File: src/rtl/uart_program_loader.sv
// uart_program_loader
//   Boot-time loader that receives a program over a UART line (8N1, LSB first)
//   and writes it byte-by-byte into instruction memory starting at address 0.
//   The CPU is held in reset until a complete, error-free frame has been stored.
//   Frame format: 0xA5 header, length byte L (L=0 means 256), then N data bytes.
//
// Ports
//   clk             system clock
//   reset           asynchronous, active-low reset
//   rx              UART serial input, idle high, asynchronous to clk
//   start_load      1-cycle pulse: discard current program, wait for a new frame
//   imem_we         instruction memory write strobe (1 cycle per byte)
//   imem_addr       write address
//   imem_wdata      write data
//   cpu_reset_n     0 = hold CPU in reset, 1 = CPU may run
//   load_busy       frame in progress (GET_LEN or GET_DATA)
//   load_done       program stored, CPU released
//   frame_err       sticky error flag (framing error or inter-byte timeout)
//   dbg_proto_state protocol FSM state (WAIT_HDR=0, GET_LEN=1, GET_DATA=2, DONE=3)
//   dbg_rx_state    receiver FSM state (IDLE=0, START=1, DATA=2, STOP=3)
//
// Handshake: there is no back-pressure. The receiver emits a 1-cycle byte_valid
// pulse (cycle T); the write strobe for that byte appears at T+1 for exactly
// one cycle, with address and data held stable during that cycle.
module uart_program_loader #(
  parameter int CLKS_PER_BIT = 16,
  parameter int ADDR_W       = 8,
  parameter int DATA_W       = 8,
  parameter int TIMEOUT_BITS = 32
) (
  input  logic              clk,
  input  logic              reset,
  input  logic              rx,
  input  logic              start_load,
  output logic              imem_we,
  output logic [ADDR_W-1:0] imem_addr,
  output logic [DATA_W-1:0] imem_wdata,
  output logic              cpu_reset_n,
  output logic              load_busy,
  output logic              load_done,
  output logic              frame_err,
  output logic [1:0]        dbg_proto_state,
  output logic [1:0]        dbg_rx_state
);

  localparam int HALF   = CLKS_PER_BIT / 2;
  localparam int CNT_W  = $clog2(CLKS_PER_BIT);
  localparam int TO_CYC = TIMEOUT_BITS * CLKS_PER_BIT;
  localparam int TO_W   = $clog2(TO_CYC);
  localparam int LEN_W  = DATA_W + 1;

  typedef enum logic [1:0] {RX_IDLE, RX_START, RX_DATA, RX_STOP} rx_state_e;
  typedef enum logic [1:0] {WAIT_HDR, GET_LEN, GET_DATA, DONE} proto_state_e;

  // receiver
  logic              rx_s1_q, rx_s2_q, rx_prev_q;
  rx_state_e         rx_state_q, rx_state_d;
  logic [CNT_W-1:0]  bit_cnt_q, bit_cnt_d;
  logic [2:0]        bit_idx_q, bit_idx_d;
  logic [DATA_W-1:0] shift_q, shift_d;
  logic              byte_valid_q, byte_valid_d;
  logic              byte_err_q, byte_err_d;

  // protocol
  proto_state_e      state_q, state_d;
  logic              imem_we_q, imem_we_d;
  logic [ADDR_W-1:0] imem_addr_q, imem_addr_d;
  logic [DATA_W-1:0] imem_wdata_q, imem_wdata_d;
  logic [ADDR_W-1:0] wr_cnt_q, wr_cnt_d;
  logic [LEN_W-1:0]  remain_q, remain_d;
  logic              last_pend_q, last_pend_d;
  logic [TO_W-1:0]   timer_q, timer_d;
  logic              cpu_reset_n_q, cpu_reset_n_d;
  logic              load_busy_q, load_busy_d;
  logic              load_done_q, load_done_d;
  logic              frame_err_q, frame_err_d;

  // Receiver: all timing is relative to the synchronized line rx_s2_q.
  always_comb begin
    rx_state_d   = rx_state_q;
    bit_cnt_d    = bit_cnt_q;
    bit_idx_d    = bit_idx_q;
    shift_d      = shift_q;
    byte_valid_d = 1'b0;
    byte_err_d   = 1'b0;
    case (rx_state_q)
      RX_IDLE: begin
        // Edge rather than level, so a line still low after a bad stop bit
        // does not immediately look like a new start bit.
        if (rx_prev_q && !rx_s2_q) begin
          rx_state_d = RX_START;
          bit_cnt_d  = '0;
        end
      end
      RX_START: begin
        if (bit_cnt_q == CNT_W'(HALF - 1)) begin
          bit_cnt_d = '0;
          bit_idx_d = '0;
          rx_state_d = rx_s2_q ? RX_IDLE : RX_DATA;  // high at mid-start = glitch
        end else begin
          bit_cnt_d = bit_cnt_q + 1'b1;
        end
      end
      RX_DATA: begin
        if (bit_cnt_q == CNT_W'(CLKS_PER_BIT - 1)) begin
          bit_cnt_d = '0;
          shift_d   = {rx_s2_q, shift_q[DATA_W-1:1]};  // LSB arrives first
          if (bit_idx_q == 3'd7) rx_state_d = RX_STOP;
          else                   bit_idx_d  = bit_idx_q + 1'b1;
        end else begin
          bit_cnt_d = bit_cnt_q + 1'b1;
        end
      end
      RX_STOP: begin
        if (bit_cnt_q == CNT_W'(CLKS_PER_BIT - 1)) begin
          bit_cnt_d    = '0;
          rx_state_d   = RX_IDLE;
          byte_valid_d = rx_s2_q;
          byte_err_d   = !rx_s2_q;
        end else begin
          bit_cnt_d = bit_cnt_q + 1'b1;
        end
      end
      default: rx_state_d = RX_IDLE;
    endcase
  end

  // Protocol: start_load overrides everything, including a same-cycle byte.
  always_comb begin
    state_d       = state_q;
    imem_we_d     = 1'b0;
    imem_addr_d   = imem_addr_q;
    imem_wdata_d  = imem_wdata_q;
    wr_cnt_d      = wr_cnt_q;
    remain_d      = remain_q;
    last_pend_d   = 1'b0;
    timer_d       = timer_q;
    cpu_reset_n_d = cpu_reset_n_q;
    load_done_d   = load_done_q;
    frame_err_d   = frame_err_q;
    if (start_load) begin
      state_d       = WAIT_HDR;
      cpu_reset_n_d = 1'b0;
      load_done_d   = 1'b0;
      frame_err_d   = 1'b0;
    end else begin
      if (byte_err_q) frame_err_d = 1'b1;
      case (state_q)
        WAIT_HDR: begin
          if (byte_valid_q && shift_q == DATA_W'(8'hA5)) begin
            state_d = GET_LEN;
            timer_d = TO_W'(TO_CYC - 1);
          end
        end
        GET_LEN, GET_DATA: begin
          if (last_pend_q) begin
            // last strobe is on the bus this cycle; release the CPU next
            state_d       = DONE;
            cpu_reset_n_d = 1'b1;
            load_done_d   = 1'b1;
          end else if (byte_valid_q) begin
            timer_d = TO_W'(TO_CYC - 1);
            if (state_q == GET_LEN) begin
              remain_d = (shift_q == '0) ? LEN_W'(1 << DATA_W) : {1'b0, shift_q};
              wr_cnt_d = '0;
              state_d  = GET_DATA;
            end else begin
              imem_we_d    = 1'b1;
              imem_addr_d  = wr_cnt_q;
              imem_wdata_d = shift_q;
              wr_cnt_d     = wr_cnt_q + 1'b1;
              remain_d     = remain_q - 1'b1;
              last_pend_d  = (remain_q == LEN_W'(1));
            end
          end else if (byte_err_q) begin
            state_d = WAIT_HDR;
          end else if (timer_q == '0) begin
            frame_err_d = 1'b1;
            state_d     = WAIT_HDR;
          end else begin
            timer_d = timer_q - 1'b1;
          end
        end
        default: ;  // DONE: further bytes ignored
      endcase
    end
    load_busy_d = (state_d == GET_LEN) || (state_d == GET_DATA);
  end

  always_ff @(posedge clk or negedge reset) begin
    if (!reset) begin
      rx_s1_q       <= 1'b1;
      rx_s2_q       <= 1'b1;
      rx_prev_q     <= 1'b1;
      rx_state_q    <= RX_IDLE;
      bit_cnt_q     <= '0;
      bit_idx_q     <= '0;
      shift_q       <= '0;
      byte_valid_q  <= 1'b0;
      byte_err_q    <= 1'b0;
      state_q       <= WAIT_HDR;
      imem_we_q     <= 1'b0;
      imem_addr_q   <= '0;
      imem_wdata_q  <= '0;
      wr_cnt_q      <= '0;
      remain_q      <= '0;
      last_pend_q   <= 1'b0;
      timer_q       <= '0;
      cpu_reset_n_q <= 1'b0;
      load_busy_q   <= 1'b0;
      load_done_q   <= 1'b0;
      frame_err_q   <= 1'b0;
    end else begin
      rx_s1_q       <= rx;
      rx_s2_q       <= rx_s1_q;
      rx_prev_q     <= rx_s2_q;
      rx_state_q    <= rx_state_d;
      bit_cnt_q     <= bit_cnt_d;
      bit_idx_q     <= bit_idx_d;
      shift_q       <= shift_d;
      byte_valid_q  <= byte_valid_d;
      byte_err_q    <= byte_err_d;
      state_q       <= state_d;
      imem_we_q     <= imem_we_d;
      imem_addr_q   <= imem_addr_d;
      imem_wdata_q  <= imem_wdata_d;
      wr_cnt_q      <= wr_cnt_d;
      remain_q      <= remain_d;
      last_pend_q   <= last_pend_d;
      timer_q       <= timer_d;
      cpu_reset_n_q <= cpu_reset_n_d;
      load_busy_q   <= load_busy_d;
      load_done_q   <= load_done_d;
      frame_err_q   <= frame_err_d;
    end
  end

  assign imem_we         = imem_we_q;
  assign imem_addr       = imem_addr_q;
  assign imem_wdata      = imem_wdata_q;
  assign cpu_reset_n     = cpu_reset_n_q;
  assign load_busy       = load_busy_q;
  assign load_done       = load_done_q;
  assign frame_err       = frame_err_q;
  assign dbg_proto_state = state_q;
  assign dbg_rx_state    = rx_state_q;

endmodule

File: config.mk
export PLATFORM = sky130hd
export DESIGN_NAME = uart_program_loader
export DESIGN_NICKNAME = d
export VERILOG_FILES = /design/src/rtl/uart_program_loader.sv
export SDC_FILE = /design/constraint.sdc
export NUM_CORES = 1
export LEC_CHECK = 0
export ABC_AREA = 1
export BUFFER_PORTS_ARGS = -buffer_cell sky130_fd_sc_hd__buf_2
export CAP_MARGIN = 20
export CORE_ASPECT_RATIO = 1.4
export CORE_MARGIN = 2
export CORE_UTILIZATION = 55
export CTS_CLUSTER_SIZE = 28
export DETAILED_ROUTE_END_ITERATION = 16
export GPL_TIMING_DRIVEN = 0
export PLACE_DENSITY = 0.73
export SYNTH_ARGS = -nofsm -noshare
export SYNTH_HDL_FRONTEND = slang
export SYNTH_SLANG_ARGS = --single-unit
File: constraint.sdc
create_clock -name clk -period 2.3 [get_ports clk]
set_input_delay 0.23 -clock clk [delete_from_list [all_inputs] [get_ports clk]]
set_output_delay 0.23 -clock clk [all_outputs]
set_load 0.05 [all_outputs]
* Word level (Yosys, flattened, before mapping)
Index checks and enable logic that the tools add are counted.
Widths: inputs -> output; s select.
** Storage, ports and cells
- Bits in registers :: 71
- Input bits :: 4
- Output and inout port bits :: 25
- Word-level logic and storage cells :: 127
** Cells by class
- Add/subtract/negate cells :: 5
- Equality and inequality tests :: 22
- Multiplexer cells :: 56
- Bitwise gates (word level) :: 3
- Reduce and logical (&&, ||, !) cells :: 21
** Operators by type and width (count)
- $mux 9 :: 7
- $mux 2 :: 13
- $mux 1 :: 24
- $pmux 9 s2 :: 1
- $sub 9x1->9 const B :: 2
- $ne 2x2->1 const B :: 8
- $mux 4 :: 3
- $pmux 4 s3 :: 1
- $reduce_and 5->1 :: 2
- $eq 9x1->1 const B :: 1
- $logic_not 9->1 :: 1
- $mux 3 :: 3
- $add 8x1->8 const B :: 1
- $eq 2x2->1 const B :: 4
- $eq 8x8->1 const B :: 1
- $logic_not 8->1 :: 1
- $mux 8 :: 1
- $pmux 2 s4 :: 1
- $reduce_and 4->1 :: 2
- $reduce_bool 2->1 :: 4
- $eq 2x1->1 const B :: 3
- $ne 3x3->1 const B :: 2
- $pmux 3 s2 :: 1
- $reduce_and 6->1 :: 1
- 13 further kinds :: 19

* Longest topological paths before layout
Gate-level depths: netlist of run 1.
- Depth in word-level cells :: 9
- Mapped depth :: 11
- Gate-level depth less buffers :: 11

* Least setup slack after synthesis of run 1
No wires, ideal clock.
- Path kind :: register to register
- Start :: register state_q[0] (netlist: dbg_proto_state[0])
- End :: register timer_q[0]
- Arrival :: 2.015 ns
- Path slack :: 0.220 ns
- Stages on the path, launching flop included :: 11
- Buffers on the path :: 1
- Clock period less this slack :: 2.080 ns
- Cells stage by stage :: dfrtp_1 -> inv_1 -> ha_1 -> buf_6 -> nand2_4 -> nand2_1 -> a21oi_2 -> o21ai_2 -> nor2_4 -> nand2_1 -> nand2_1
** On the way
- Cells in the longest elaborated chain, start to end :: 4
- Elaborated cells between the ends (all ways) :: 11
** Ends and longest elaborated chain
- from (decl) :: line 65 : proto_state_e state_q, state_d;
- from (signal assigned) :: line 223 : state_q <= state_d;
- $eq 2x1->1 / $eq 2x2->1 (equally long branches) :: line 148 : case (state_q)
- $reduce_or 2->1 :: line 148
- $ne 3x3->1 (no source line) (tied with other cells)
- $reduce_and 6->1 (no source line)
- to (signal assigned) :: line 230 : timer_q <= timer_d;
- to (decl) :: line 72 : logic [TO_W-1:0] timer_q, timer_d;
Several ways; a longest one is shown, not always the timed one.
A chain may end at the register's enable or synchronous reset.

* Worst setup path after layout of run 1
Same ends and word-level chain as after synthesis.

==> flow_summary.json, run 1 <==
{
  "result_of_the_run": "complete, no violations",
  "first_pass_grt_wire_length_mm": 12.8,
  "timing.final.crit_period_ns": 1.99,
  "synth_sequential_area_ratio_pct": 49.2,
  "routed-via-count": 2925,
  "globalplace.congestion": 0.843,
  "period_share_pct": 86.7,
  "placement.io_buffers": 28,
  "wl_cell_um": 13.2,
  "worstPathRequired_ns": 2.57,
  "layout_commonest_cell": "nand2_1",
  "post-route-drc-count": 0,
  "clock-root-buffer": "clkbuf_8",
  "worst_ir_drop_vdd_mv": 0.627,
  "overflow": 0,
  "first_global_vias": 2873,
  "final.setup.worst_slack_ns": 0.307,
  "post_route_cells_drive_above_1_share_pct": 15.6,
  "p_per_area_mw_per_mm2": 668,
  "design.final.nets": 492,
  "post_cts_resized": 0,
  "maximum_number_of_pins_on_one_net_before_global_route_repair": 72,
  "htree_num_levels": 3,
  "grt_antenna_before_repair": 0,
  "tightest_slew_ns": 0.878,
  "start_util_pct": 55.8,
  "setup_total_negative_slack_ns": 0,
  "synth.distinct_cells": 40,
  "antennaDiodeCount": 0,
  "arrival_ns": 2.26,
  "timing.final.hold_violations": 0,
  "worst-path-max-fanout": 10,
  "synthToLayoutAreaGrowth_pct": 12.2,
  "critical_path_sink_type": "flop",
  "grtUsageTotal_pct": 22.5,
  "unrepaired_setup_endpoints_after_global_routing": "false",
  "detail_route.vias_per_cell": 5.27,
  "syn-cell-area_mm2": 0.00362,
  "tritoncts_clock_tree": "done",
  "synth_cells": 436,
  "report.final.slew_viol_count": 0,
  "hold_path.class": "primary input to asynchronous set/reset pin",
  "clock_insertion_delay_worst_skew_ns": 0.34,
  "drv.max_cap_violation_count": 0,
  "die_area_mm2": 0.00726,
  "numPlacedInstances": 538,
  "leakagePower_nw": 2.07,
  "clock_buffer_count_from_cts": 9,
  "layout_common_cells": "nand2_1 (121), dfrtp_1 (68), inv_1 (62)",
  "dp_hpwl_mm": 5.26,
  "final_core_util_pct": 62.7,
  "setup_viol_count_final": 0,
  "core-area_mm2": 0.00648,
  "worst_case_setup_slack_after_placement_ns": 0.357,
  "criticalPathCategory": "flop to flop",
  "detailedRoute.firstIterationViolations": 169,
  "max_clock_freq_mhz": 502,
  "syn_area_per_cell_um2": 8.30,
  "remaining_antenna_violation_count": 0,
  "critical_path.startpoint_type": "flop",
  "yosys_register_bits": 71,
  "dr.pass1.iters": 4,
  "placement_rows": 35,
  "cts_num_sinks": 71,
  "yosys_warnings": 0,
  "clk_pin_slew_ns": 0.08,
  "hold-worst-slack_ns": 0.00173,
  "post-cts-setup-buffers": 0,
  "slew_headroom_pct": 41.5,
  "clock_path_buffers": 2,
  "clock_skew_ns": 0.0105,
  "dieHeight_um": 100,
  "finalWirelength_mm": 7.32,
  "synth.net_count": 452,
  "final_cell_count_without_fillers": 555,
  "fp.dieW_um": 72.6,
  "boundaryPins": 29
}
==> synth_stat cells, drive strengths merged <==
master | number | area share, %
a21oi | 8 | 1.2
a221oi | 2 | 0.83
a22o | 1 | 0.24
a22oi | 2 | 0.55
a31oi | 1 | 0.17
buf | 8 | 1.7
dfrtp | 68 | 47
dfstp | 3 | 2.2
ha | 12 | 4.1
inv | 65 | 6.8
nand2 | 124 | 13
nand3 | 25 | 3.7
nand3b | 1 | 0.55
nand4 | 13 | 2.2
nor2 | 34 | 4.1
nor3 | 11 | 1.7
nor4 | 3 | 0.52
o2111ai | 1 | 0.24
o211ai | 2 | 0.41
o21ai | 43 | 6.4
o221ai | 2 | 0.48
o22ai | 1 | 0.17
or2 | 1 | 0.17
xnor2 | 2 | 0.48
xor2 | 3 | 0.73
==> state kept, by name, summed over array words and instances (netlist names), 2 cells and up, named ones only <==
| signal | count |
|---|---|
| imem_addr | 8 |
| timer_q | 9 |
| bit_cnt_q | 4 |
| wr_cnt_q | 8 |
| bit_idx_q | 3 |
| dbg_proto_state | 2 |
| imem_wdata | 8 |
| remain_q | 9 |
| shift_q | 8 |
==> routing by layer <==
metal  share of wire (%)  track usage, %  wire length (um)  vias up
met5                   0               0                 0        -
met2                  52            38.2              3780       42
li1                    -               -                 -     1487
met4                 1.4            8.97               102        0
met3                 2.7            3.61               200        8
met1                  44            28.4              3230     1388
==> worst max-delay path: stages (launching register included) <==
cell     delay, ns
dfrtp_1       0.44
inv_1         0.12
ha_1          0.36
buf_6         0.17
nand2_4       0.08
nand2_1       0.06
a21oi_2       0.20
o21ai_2       0.11
nor2_4        0.24
nand2_1       0.07
nand2_1       0.07
==> where the power goes <==
part / internal, mW / switching (mW)
Combinational: 0.110 / 0.254
Sequential: 1.31 / 0.0574
Clock: 0.507 / 0.478
Total: 1.93 / 0.789
==> cell type report <==
cell class | instances | area, um^2
Timing Repair Buffer | 29 | 153
Clock inverter | 6 | 68.8
Sequential cell | 71 | 1780
Tap cell | 74 | 92.6
Clock buffer | 10 | 128
Inverter | 65 | 246
Fill cell | 580 | 2420
Multi-Input combinational cell | 292 | 1530
Buffer | 8 | 60.1
==> final timing paths <==
| kind | start | to | slack [ns] | depth (start not counted) |
|---|---|---|---|---|
| max | dbg_proto_state[0] | timer_q[0] | 0.31 | 10 |
| min | reset | imem_we | 0.002 | 1 |
| max reg2reg | dbg_proto_state[0] | timer_q[0] | 0.31 | 10 |
| min reg2reg | rx_s1_q | rx_s2_q | 0.36 | 0 |
| max in group asynchronous | reset | timer_q[1] | 1.72 | 1 |
| min in group clk | start_load | load_done | 0.15 | 2 |
==> timing repair <==
item / in CTS / in global routing
endpoints found under the hold margin: 1 / 0
endpoints found under the setup margin: 0 / 0
hold buffers: 1 / 0
==> cells by family after synthesis <==
kind of cell	share of synthesized area (%)
buf+inv	8.47
xor+xnor	1.21
compound gates	10.7
flops	49.2
simple gates	26.3
fa+ha+maj	4.15
==> through the flow <==
stage          cell area, um^2  power [mW]
3_3_place_gp              3850        1.74
3_5_place_dp              3850        1.76
2_1_floorplan             3620        1.65
4_1_cts                   4060        2.75
5_1_grt                   4060        2.87
6_report                  4060        2.71
(Power assumes the default switching activity.)
==> run 2, diff against run 1 <==
--- a/config.mk
+++ b/config.mk
@@ -7,14 +7,13 @@
 export LEC_CHECK = 0
 export ABC_AREA = 1
 export BUFFER_PORTS_ARGS = -buffer_cell sky130_fd_sc_hd__buf_2
-export CAP_MARGIN = 20
 export CORE_ASPECT_RATIO = 1.4
 export CORE_MARGIN = 2
 export CORE_UTILIZATION = 55
 export CTS_CLUSTER_SIZE = 28
 export DETAILED_ROUTE_END_ITERATION = 16
 export GPL_TIMING_DRIVEN = 0
-export PLACE_DENSITY = 0.73
+export PLACE_DENSITY = 0.81
 export SYNTH_ARGS = -nofsm -noshare
 export SYNTH_HDL_FRONTEND = slang
 export SYNTH_SLANG_ARGS = --single-unit
==> flow_summary.json, run 2 (synthesis results as in run 1) <==
{
  "worstPathRequired_ns": 2.58,
  "die_area_mm2": 0.00726,
  "reg2reg_from": "dbg_proto_state[1]",
  "clock-root-buffer": "clkbuf_8",
  "area.sequential_mm2": 0.00178,
  "globalplace.congestion": 0.889,
  "criticalPathCategory": "flop to flop",
  "design.final.nets": 492,
  "hold-worst-slack_ns": -0.0153,
  "remaining_antenna_violation_count": 0,
  "grtUsageTotal_pct": 23.0,
  "critical_path.startpoint_type": "flop",
  "critical_path_sink_type": "flop",
  "finalWirelength_mm": 7.69,
  "clock_buffer_count_from_cts": 9,
  "result_of_the_run": "finished with violations",
  "start_point_of_the_critical_path": "dbg_proto_state[1]",
  "drv.max_cap_violation_count": 0,
  "timing.final.hold_violations": 19,
  "first_pass_grt_wire_length_mm": 13.1,
  "tightest_slew_ns": 0.874,
  "cts_num_sinks": 71,
  "post_cts_resized": 0,
  "dieHeight_um": 100,
  "period_share_pct": 86.9,
  "first_global_vias": 2831,
  "termination_of_the_worst_setup_path": "timer_q[0]",
  "setup_viol_count_final": 0,
  "unrepaired_setup_endpoints_after_global_routing": "false",
  "layout_commonest_cell": "nand2_1",
  "post-route-cell-area_mm2": 0.00410,
  "boundaryPins": 29,
  "maximum_number_of_pins_on_one_net_before_global_route_repair": 72,
  "reg2reg_to": "timer_q[0]",
  "max_clock_freq_mhz": 500,
  "hold_path.class": "primary input to asynchronous set/reset pin",
  "core-area_mm2": 0.00648,
  "start_util_pct": 55.8,
  "post_route_cells_drive_above_1_share_pct": 15.6,
  "final_cell_count_without_fillers": 555,
  "post-route-drc-count": 0,
  "clock_insertion_delay_worst_skew_ns": 0.34,
  "slew_headroom_pct": 41.8,
  "arrival_ns": 2.28,
  "dp_hpwl_mm": 5.27,
  "wl_cell_um": 13.9,
  "clock_skew_ns": 0.0129,
  "synthToLayoutAreaGrowth_pct": 13.3,
  "timing.final.crit_period_ns": 2.00,
  "worst-path-max-fanout": 10,
  "fp.dieW_um": 72.6,
  "fill_cells": 528,
  "tritoncts_clock_tree": "done",
  "p_per_area_mw_per_mm2": 710,
  "antennaDiodeCount": 0,
  "regToRegSetupSlack_ns": 0.30,
  "worst_ir_drop_vdd_mv": 0.473,
  "routed-via-count": 3005,
  "grt_antenna_before_repair": 0,
  "biggestRegsByFlops": "remain_q x9, timer_q x9",
  "layout_common_cells": "nand2_1 (121), dfrtp_1 (68), inv_1 (62)",
  "detail_route.vias_per_cell": 5.41,
  "r2r.worst_path.cells": 10,
  "placement.io_buffers": 28,
  "report.final.slew_viol_count": 0,
  "htree_num_levels": 3,
  "detailedRoute.firstIterationViolations": 211,
  "violations_in_the_final_reports": "negative hold slack",
  "dr.pass1.iters": 6,
  "overflow": 0,
  "placed_area_mm2": 0.00385,
  "setup_total_negative_slack_ns": 0,
  "clock_path_buffers": 2,
  "clk_pin_slew_ns": 0.08,
  "numPlacedInstances": 538,
  "leakagePower_nw": 2.09,
  "multiInputGateArea_mm2": 0.00153,
  "placement_rows": 35
}
[run 2: area by class of cell]
class	count	share of cell area, %
buffer	8	1.46
clock buffer	10	3.11
clock inverter	6	2.65
inverter	65	6.01
multi-input combinational	292	37.4
sequential	71	43.4
tap	74	2.26
timing repair buffer	29	3.72
[run 2: what timing repair did]
action,in CTS,in global routing
endpoints found under the hold margin,1,0
endpoints found under the setup margin,0,0
setup buffers,0,0
hold buffers,1,0
[run 2: metal layers]
| metal | GRT usage [%] | share of wire, % | vias to the layer above |
|---|---|---|---|
| li1 | - | - | 1486 |
| met1 | 28.7 | 42 | 1430 |
| met2 | 39.2 | 53 | 79 |
| met3 | 3.71 | 3.7 | 10 |
| met4 | 9.54 | 1.2 | 0 |
| met5 | 0 | 0 | - |
[run 2: worst max-delay path, cell delays in order (launching register included)]
cell and delay [ns]:
dfrtp_1 0.43, inv_1 0.19, ha_1 0.31, buf_6 0.17
nand2_4 0.08, nand2_1 0.06, a21oi_2 0.19, o21ai_2 0.11
nor2_4 0.23, nand2_1 0.08, nand2_1 0.08
[run 2: how the worst min path moves through the flow]
stage               startpoint                         end  slack, ns  depth (start not counted)
floorplan                reset  asynchronous set/reset pin      -0.07                          0
global route             reset                  timer_q[6]        0.1                          1
finish                   reset                  timer_q[5]      -0.02                          1
CTS                      reset                  timer_q[5]       0.03                          1
global placement            rx                     rx_s1_q       0.33                          1
detailed placement          rx                     rx_s1_q       0.34                          1
[run 2: power by group]
group | switching [mW] | internal (mW)
logic | 0.245 | 0.109
clock network | 0.471 | 0.721
registers | 0.0575 | 1.31
total | 0.774 | 2.14
[run 2: through the flow]
stage               hold slack (ns)  util (%)  power [mW]  setup slack [ns]
floorplan                   -0.0656         -        1.65             0.220
global placement              0.335      59.4        1.73             0.407
detailed placement            0.336      59.5        1.75             0.335
CTS                          0.0317      63.3        2.93             0.306
global route                 0.0956      63.3        3.05            0.0842
finish                      -0.0153      63.3        2.91             0.301
